### src/rtl/encoder_pkg.sv
// Shared types and constants for the sequential 8:3 event encoder.
// Holds the FSM state encoding plus the drop-counter arithmetic helpers.
package encoder_pkg;

    localparam int N_REQ  = 8;
    localparam int IDX_W  = 3;
    localparam int DROP_W = 4;
    localparam logic [DROP_W-1:0] DROP_MAX = 4'd15;

    typedef enum logic {
        IDLE = 1'b0,
        HOLD = 1'b1
    } state_t;

    // Number of set bits; at most N_REQ, so DROP_W bits are enough.
    function automatic logic [DROP_W-1:0] popcount(input logic [N_REQ-1:0] v);
        logic [DROP_W-1:0] n;
        n = '0;
        for (int k = 0; k < N_REQ; k++) begin
            n = n + DROP_W'(v[k]);
        end
        return n;
    endfunction

    function automatic logic [DROP_W-1:0] sat_add(input logic [DROP_W-1:0] a,
                                                  input logic [DROP_W-1:0] b);
        logic [DROP_W:0] sum;
        sum = {1'b0, a} + {1'b0, b};
        if (sum > {1'b0, DROP_MAX}) begin
            return DROP_MAX;
        end
        return sum[DROP_W-1:0];
    endfunction

endpackage

### src/rtl/prio_encoder_8_3.sv
// Combinational 8:3 priority encoder; high_first selects whether bit 7
// or bit 0 wins when several request bits are set.
module prio_encoder_8_3
    import encoder_pkg::*;
(
    input  logic [N_REQ-1:0] vec,
    input  logic             high_first,
    output logic [IDX_W-1:0] idx,
    output logic             any
);

    always_comb begin
        idx = '0;
        any = |vec;
        if (high_first) begin
            // Ascending scan: the last set bit seen is the highest one.
            for (int k = 0; k < N_REQ; k++) begin
                if (vec[k]) begin
                    idx = IDX_W'(k);
                end
            end
        end else begin
            for (int k = N_REQ - 1; k >= 0; k--) begin
                if (vec[k]) begin
                    idx = IDX_W'(k);
                end
            end
        end
    end

endmodule

### src/rtl/encoder_8_3_seq.sv
// Sequential event encoder: latches request pulses into a pending set and
// presents them one index at a time over a valid/ready handshake.
module encoder_8_3_seq
    import encoder_pkg::*;
#(
    parameter int PRIO_HIGH = 1
) (
    input  logic              clk,
    input  logic              rst_n,
    input  logic [N_REQ-1:0]  i,
    input  logic              flush,
    input  logic              ready,
    output logic [IDX_W-1:0]  y,
    output logic              valid,
    output logic [N_REQ-1:0]  pending,
    output logic [DROP_W-1:0] drops
);

    // Handshake: y is transferred on a rising edge where valid and ready are
    // both high; while valid is high and ready is low, y and valid hold.

    state_t             state;
    logic [N_REQ-1:0]   held_mask;
    logic [N_REQ-1:0]   sel_vec;
    logic [IDX_W-1:0]   sel_idx;
    logic               sel_any;
    logic               do_load;
    logic [N_REQ-1:0]   load_mask;
    logic [N_REQ-1:0]   collide;
    logic               high_first;

    assign high_first = (PRIO_HIGH != 0);
    assign held_mask  = N_REQ'(1) << y;

    // In HOLD the presented index is excluded from the next-selection search.
    assign sel_vec = (state == HOLD) ? (pending & ~held_mask) : pending;

    prio_encoder_8_3 u_prio (
        .vec        (sel_vec),
        .high_first (high_first),
        .idx        (sel_idx),
        .any        (sel_any)
    );

    assign do_load   = sel_any && ((state == IDLE) || ready);
    assign load_mask = do_load ? (N_REQ'(1) << sel_idx) : '0;
    assign collide   = i & pending & ~load_mask;

    always_ff @(posedge clk or negedge rst_n) begin
        if (!rst_n) begin
            state   <= IDLE;
            y       <= '0;
            valid   <= 1'b0;
            pending <= '0;
            drops   <= '0;
        end else if (flush) begin
            state   <= IDLE;
            y       <= '0;
            valid   <= 1'b0;
            pending <= '0;
            drops   <= '0;
        end else begin
            pending <= (pending & ~load_mask) | i;
            drops   <= sat_add(drops, popcount(collide));
            if (do_load) begin
                state <= HOLD;
                y     <= sel_idx;
                valid <= 1'b1;
            end else if ((state == HOLD) && ready) begin
                state <= IDLE;
                y     <= '0;
                valid <= 1'b0;
            end
        end
    end

endmodule

### config.mk
export PLATFORM = sky130hd
export DESIGN_NAME = encoder_8_3_seq
export DESIGN_NICKNAME = d
export VERILOG_FILES = /design/src/rtl/encoder_pkg.sv /design/src/rtl/prio_encoder_8_3.sv /design/src/rtl/encoder_8_3_seq.sv
export SDC_FILE = /design/constraint.sdc
export NUM_CORES = 1
export LEC_CHECK = 0
export CAP_MARGIN = 10
export CELL_PAD_IN_SITES_DETAIL_PLACEMENT = 0
export CELL_PAD_IN_SITES_GLOBAL_PLACEMENT = 2
export CORE_MARGIN = 2
export CORE_UTILIZATION = 27
export CTS_CLUSTER_SIZE = 20
export DETAILED_ROUTE_END_ITERATION = 16
export GPL_ROUTABILITY_DRIVEN = 0
export PLACE_DENSITY = 0.84
export RECOVER_POWER = 50
export SLEW_MARGIN = 30
export SYNTH_ARGS = -nofsm -noshare
export SYNTH_HDL_FRONTEND = slang
export SYNTH_HIERARCHICAL = 1
export SYNTH_SLANG_ARGS = --single-unit
### constraint.sdc
create_clock -name clk -period 4.6 [get_ports clk]
set_clock_uncertainty 0.15 [all_clocks]
set_input_delay 1.38 -clock clk [delete_from_list [all_inputs] [get_ports clk]]
set_output_delay 1.38 -clock clk [all_outputs]
set_load 0.005 [all_outputs]
# Word level (Yosys, flattened, before mapping)
# Index checks and enable logic that the tools add are counted.
[totals]
register_bits = 16
out_inout_bits = 16
[classes]
addsub = 8
n_lt_le_gt_ge = 1
n_shift = 2
n_mux = 21
n_bitwise = 8
n_reduce_logical = 5
[op_table]
columns = ["op", "n"]
rows = [
  ["8-bit bitwise AND", 4],
  ["8-bit two-way mux", 3],
  ["3-bit two-way mux", 7],
  ["4-bit by 1-bit adder with 4-bit output", 4],
  ["8-bit inverter", 2],
  ["1-bit by 3-bit << shifter with 8-bit output, first input constant", 2],
  ["4-bit two-way mux", 3],
  ["8-bit OR", 1],
  ["8-bit OR reduction", 1],
  ["1-bit two-way mux", 6],
  ["4-bit by 4-bit adder with 5-bit output", 1],
  ["5-bit by 4-bit greater-than comparator with 1-bit output, second input constant", 1],
  ["3-bit by 1-bit adder with 4-bit output", 1],
  ["2-bit two-way mux", 2],
  ["2-bit by 1-bit adder with 3-bit output", 1],
  ["3-bit nonzero test", 1],
  ["1-bit by 1-bit adder with 2-bit output", 1],
  ["1-bit logical AND", 2],
  ["1-bit logical OR", 1],
  ["1-bit inverter", 1],
]

# Logic depth before layout (Yosys ltp)
[depth]
depth_word = 28
depth_mapped = 20
ltp_nobuf = 19

# Cells and area by module
# The synthesis kept the hierarchy.
[modules_own_cells]
columns = ["module", "n_inst", "cells_per_inst", "area_per_inst_um2", "seq_area_each_um2"]
rows = [
  ["encoder_8_3_seq", 1, 121, 1127.3, 400.4],
  ["prio_encoder_8_3", 1, 22, 130.1, 0.0],
]

# Worst setup path before layout
# Ideal clock, no wire load.
[synth_path]
path_type = "input to register"
from = "in ready"
to = "reg drops[3]"
t_arrival_ns = 4.710
path_slack_ns = -0.385
stages = 14
n_path_buf = 0
path_cell_list = "and2b_4 nor3_4 a21oi_1 fa_1 inv_1 fa_1 inv_1 fa_1 fa_1 inv_1 fa_1 nand2_1 nor4_1 a2111oi_0"
[synth_via]
elab_chain_cells = 18
[synth_lines]
columns = ["item", "line_no", "text"]
rows = [
  ["start, declared", "encoder_8_3_seq.sv:12", "input logic ready,"],
  ["1-bit logical OR *", "encoder_8_3_seq.sv:45", "assign do_load = sel_any && ((state == IDLE) || ready);"],
  ["1-bit logical AND *", "encoder_8_3_seq.sv:45", ""],
  ["8-bit two-way mux *", "encoder_8_3_seq.sv:46", "assign load_mask = do_load ? (N_REQ'(1) << sel_idx) : '0;"],
  ["8-bit inverter *", "encoder_8_3_seq.sv:47", "assign collide = i & pending & ~load_mask;"],
  ["8-bit bitwise AND *", "encoder_8_3_seq.sv:47", ""],
  ["1-bit by 1-bit adder with 2-bit output", "encoder_pkg.sv:20", "n = n + DROP_W'(v[k]);"],
  ["2-bit by 1-bit adder with 3-bit output", "encoder_pkg.sv:20", ""],
  ["3-bit by 1-bit adder with 4-bit output", "encoder_pkg.sv:20", ""],
  ["4-bit by 1-bit adder with 4-bit output (3 in a row)", "encoder_pkg.sv:20", ""],
  ["4-bit by 1-bit adder with 4-bit output *", "encoder_pkg.sv:20", ""],
  ["4-bit by 4-bit adder with 5-bit output *", "encoder_pkg.sv:28", "sum = {1'b0, a} + {1'b0, b};"],
  ["5-bit by 4-bit greater-than comparator with 1-bit output", "encoder_pkg.sv:29", "if (sum > {1'b0, DROP_MAX}) begin"],
  ["1-bit two-way mux", "encoder_pkg.sv:29", ""],
  ["1-bit two-way mux", "encoder_8_3_seq.sv:56", "end else if (flush) begin"],
  ["4-bit two-way mux *", "encoder_pkg.sv:32", "return sum[DROP_W-1:0];"],
  ["4-bit two-way mux *", "encoder_8_3_seq.sv:56", ""],
  ["end signal, assigned", "encoder_8_3_seq.sv:64", "drops <= sat_add(drops, popcount(collide));"],
  ["end, declared", "encoder_8_3_seq.sv:16", "output logic [DROP_W-1:0] drops"],
]
# Mark *: on every way between the ends. The rest lies on a longest branch, timed or not. The select of a mux whose other input is x is not followed.
# A chain may end at the register's enable or synchronous reset.

# Worst setup path after layout
[layout_path]
from = "in ready"
to = "reg drops[2]"
# Same word-level chain as after synthesis.

==> key figures <==
Run status
  • Outcome: complete, but fails checks
  • Violated checks: negative setup slack

STA
  • Slew HR: 0.469
  • Achievable Freq: between 200 and 250 MHz
  • Crit share post-route: 1.02
  • Setup WS post-layout: -95.0 ps
  • Number of hold violations in the final report: 0
  • Tmin final: 4690 ps
  • Final slew viol count: 0
  • RSZ-0062 raised after global routing: true
  • Setup TNS: -234 ps
  • Worst-Margin Slew: 794 ps
  • Final setup fails: 4

Die
  • CORE AREA: between 4000 and 5000 um^2
  • I/O Pins: 28
  • Initial Util: 0.285
  • Overall die width: around 72 um
  • Site row count: 24
  • Die area: ~5200 um^2
  • Die Height: about 72 um

Critical path
  • CP Launch Type: input pin
  • Critical path destination: drops[2]$_DFF_PN0_
  • R2R setup slack: -70 ps
  • RR Startpoint: y[0]$_DFFE_PN0P_
  • Worst path cell trace: buf_6 > and2b_4 > nor3_4 > a21oi_2 > fa_1 > inv_2 > fa_1 > inv_1 > fa_1 > fa_2 > inv_2 > fa_2 > buf_6 > buf_6 > xor2_1 > a31oi_1
  • Crit path depth: 16
  • Worst R2R End: drops[2]$_DFF_PN0_
  • CP Capture Type: register
  • Kind of critical path: in2reg
  • Slowest cell on crit path: fa_1
  • WP data arrival: between 4000 and 5000 ps
  • Crit path buf inv count: 6
  • CP startpoint: ready
  • CP required: 4610 ps
  • Critical path's top delay family: adder cells
  • Slowest cell delay on critical path: 540 ps
  • Worst-path maximum fanout: 4
  • Reg2Reg Depth: 20

Global routing
  • Most used routing layer: met2
  • Overall Global Routing Usage: 0.161
  • Global Route met1 Usage: 0.219
  • Met3 usage: 0.0181
  • Global-route wire length before repair: 6580 um
  • Aggregate global routing overflow: 0
  • Pin count of the biggest net entering global routing: 17
  • Vias in the first global route: 1367
  • Met2 layer usage reported by global route: 0.265
  • Antenna violations before repair: 0

Logic synthesis
  • Sequential area share after synthesis: 0.318
  • Syn. warnings: 6
  • Synth Instances: ~140
  • Syn Std Cell Area: 1260 um^2
  • Synth unique cells: 38
  • Mapped Avg Cell Area: between 8 and 9 um^2
  • Synthesized flop and latch total: 16

Cells and area
  • Final nets: between 200 and 250
  • Area of the multi-input gates: slightly below 900 um^2
  • Filler cell count: approximately 400
  • Storage cell area: about 400 um^2
  • Share of cells above drive strength 1: 0.344
  • P&R area growth vs syn: 65.4%
  • Final instance area: slightly above 2000 um^2
  • Number of diodes: 0

Drt
  • DR iter-0 viols: 39
  • Antenna Nets Post-Route: 0
  • WL final: ~3900 um
  • DRT Pass-1 Iters: 4
  • Vias: roughly 1400
  • WL/cell: ~14 um
  • DRC errors left: 0
  • Via density: approximately 5.0

Clocking
  • Cts hold-fix bufs: 0
  • Longest Clk Path Bufs: 2
  • CTS sink count: 16
  • Total CTS buffers: 3
  • H-Tree Depth: 1
  • Clock transition at path regs: about 60 ps
  • Clock Tree Root: clkbuf_8
  • CTS tree: yes
  • Worst-Skew Late Latency: ~250 ps

Worst hold path
  • Worst Hold Class: reg2reg

Place
  • Placed Area: 1910 um^2
  • Buffers added on ports: 27
  • DP HPWL: 3100 um

Pwr
  • Worst IR Drop VDD: about 0.14 mV
  • Leakage: ~0.94 nW
  • PwrDens: between 300 and 400 nW/um^2

Flow run
  • Max cap viols: 0
==> final cells by class <==
cell class                      instances  area share
Timing Repair Buffer                   75       0.311
Multi-Input combinational cell        115       0.417
Tap cell                               52      0.0313
Clock buffer                            3      0.0199
Inverter                               15      0.0271
Sequential cell                        16       0.194
==> placed cells by master (no fill, tap or decap), types with 3 or more instances in the layout <==
| cell type | Yosys | final |
|---|---|---|
| conb_1 | 1 | 7 |
| buf_6 | 0 | 5 |
| a211oi_1 | 5 | 5 |
| o31a_1 | 6 | 6 |
| a21oi_1 | 9 | 7 |
| a31oi_1 | 4 | 4 |
| nand2_1 | 11 | 11 |
| nor2_1 | 21 | 19 |
| nor2b_1 | 5 | 4 |
| inv_1 | 14 | 11 |
| clkdlybuf4s50_1 | 0 | 25 |
| dfrtp_1 | 16 | 14 |
| ha_1 | 6 | 6 |
| buf_4 | 0 | 44 |
| clkbuf_8 | 0 | 3 |
| inv_2 | 1 | 4 |
| fa_1 | 5 | 3 |
| nor4_1 | 4 | 3 |
==> logic make-up (layout without fill, tap and decap cells) <==
| logic type | Yosys count | after routing | share of synthesized area |
|---|---|---|---|
| xor+xnor | 1 | 1 | 0.00697 |
| other cells | 1 | 7 | 0.00298 |
| compound gates | 41 | 41 | 0.250 |
| buf+inv | 18 | 93 | 0.0557 |
| mux | 1 | 1 | 0.00796 |
| flops | 16 | 16 | 0.318 |
| simple gates | 54 | 54 | 0.219 |
| fa+ha+maj | 11 | 11 | 0.139 |
==> worst register-to-register path: stages (launching register included) <==
cell,delay (ps)
dfrtp_2,440
buf_4,150
o31a_1,300
nor2_1,130
a21oi_1,60
o32a_1,320
buf_4,150
nor2_2,90
a21oi_2,70
fa_1,540
inv_2,40
fa_1,470
inv_1,50
fa_1,510
fa_2,220
inv_2,40
fa_2,340
buf_6,130
buf_6,100
xor2_1,130
a31oi_1,150
==> synth_stat cells (all sizes together) <==
cell     instances  share of area
a2111oi          1         0.0070
a211oi           6          0.040
a21oi            9          0.036
a311oi           2          0.024
a31oi            4          0.020
a32oi            2          0.014
and2b            1         0.0080
buf              2         0.0080
clkbuf           1         0.0030
conb             1         0.0030
dfrtp           16           0.32
fa               5          0.080
ha               6          0.060
inv             15          0.045
mux2i            1         0.0080
nand2           11          0.033
nand2b           3          0.015
nand3            1         0.0040
nand4            1         0.0050
nor2            21          0.063
nor2b            5          0.025
nor3             5          0.033
nor4             4          0.020
nor4b            1         0.0070
o211ai           2          0.012
o21a             2          0.012
o21ai            4          0.016
o311ai           1         0.0070
o31a             6          0.042
o32a             1         0.0080
o41ai            1          0.013
or2              1         0.0070
xor2             1         0.0070
==> stage by stage <==
stage               utilization  total power, W  std cells  setup WS, ps  hold WS (ps)
floorplan                     -        0.000379        149          -269           396
global placement          0.434        0.000545        265          -740           456
detailed placement        0.434        0.000556        265          -918           473
CTS                       0.454        0.000684        272          -185           479
global route              0.471        0.000763        276          -359           518
finish                    0.471        0.000702        276         -95.0           473
==> routing by layer <==
metal / vias up / wire, um
met5: - / 0
met4: 0 / 60
met3: 6 / 81
met2: 19 / 1980
met1: 679 / 1810
li1: 673 / -
==> power by group <==
group / switching (W) / internal, W / leakage [nW]
Combinational: 0.000186 / 0.000222 / 0.715
Clock: 0.0000504 / 0.0000581 / 0.0216
Sequential: 0.0000208 / 0.000164 / 0.203
Total: 0.000257 / 0.000444 / 0.939
==> worst min path at each step <==
stage                    startpoint                   end  slack [ps]  cells after the start
4_1_cts        pending[0]$_DFF_PN0_  pending[0]$_DFF_PN0_         480                      2
3_3_place_gp   pending[7]$_DFF_PN0_  pending[7]$_DFF_PN0_         460                      2
5_1_grt        pending[7]$_DFF_PN0_  pending[7]$_DFF_PN0_         520                      2
3_5_place_dp   pending[0]$_DFF_PN0_  pending[0]$_DFF_PN0_         470                      2
2_1_floorplan      y[2]$_DFFE_PN0P_      y[2]$_DFFE_PN0P_         400                      2
6_report       pending[0]$_DFF_PN0_  pending[0]$_DFF_PN0_         470                      2
==> flip-flops by register name, indices dropped and copies added (netlist names) <==
| signal | cells |
|---|---|
| drops | 4 |
| pending | 8 |
| valid | 1 |
| y | 3 |
==> timing repair <==
item,4_1_cts,5_1_grt
setup endpoints to repair,4,4
setup buffers,4,4
pin swaps,15,7
gates resized for setup,11,15
Power figures use the tool's default switching activity.
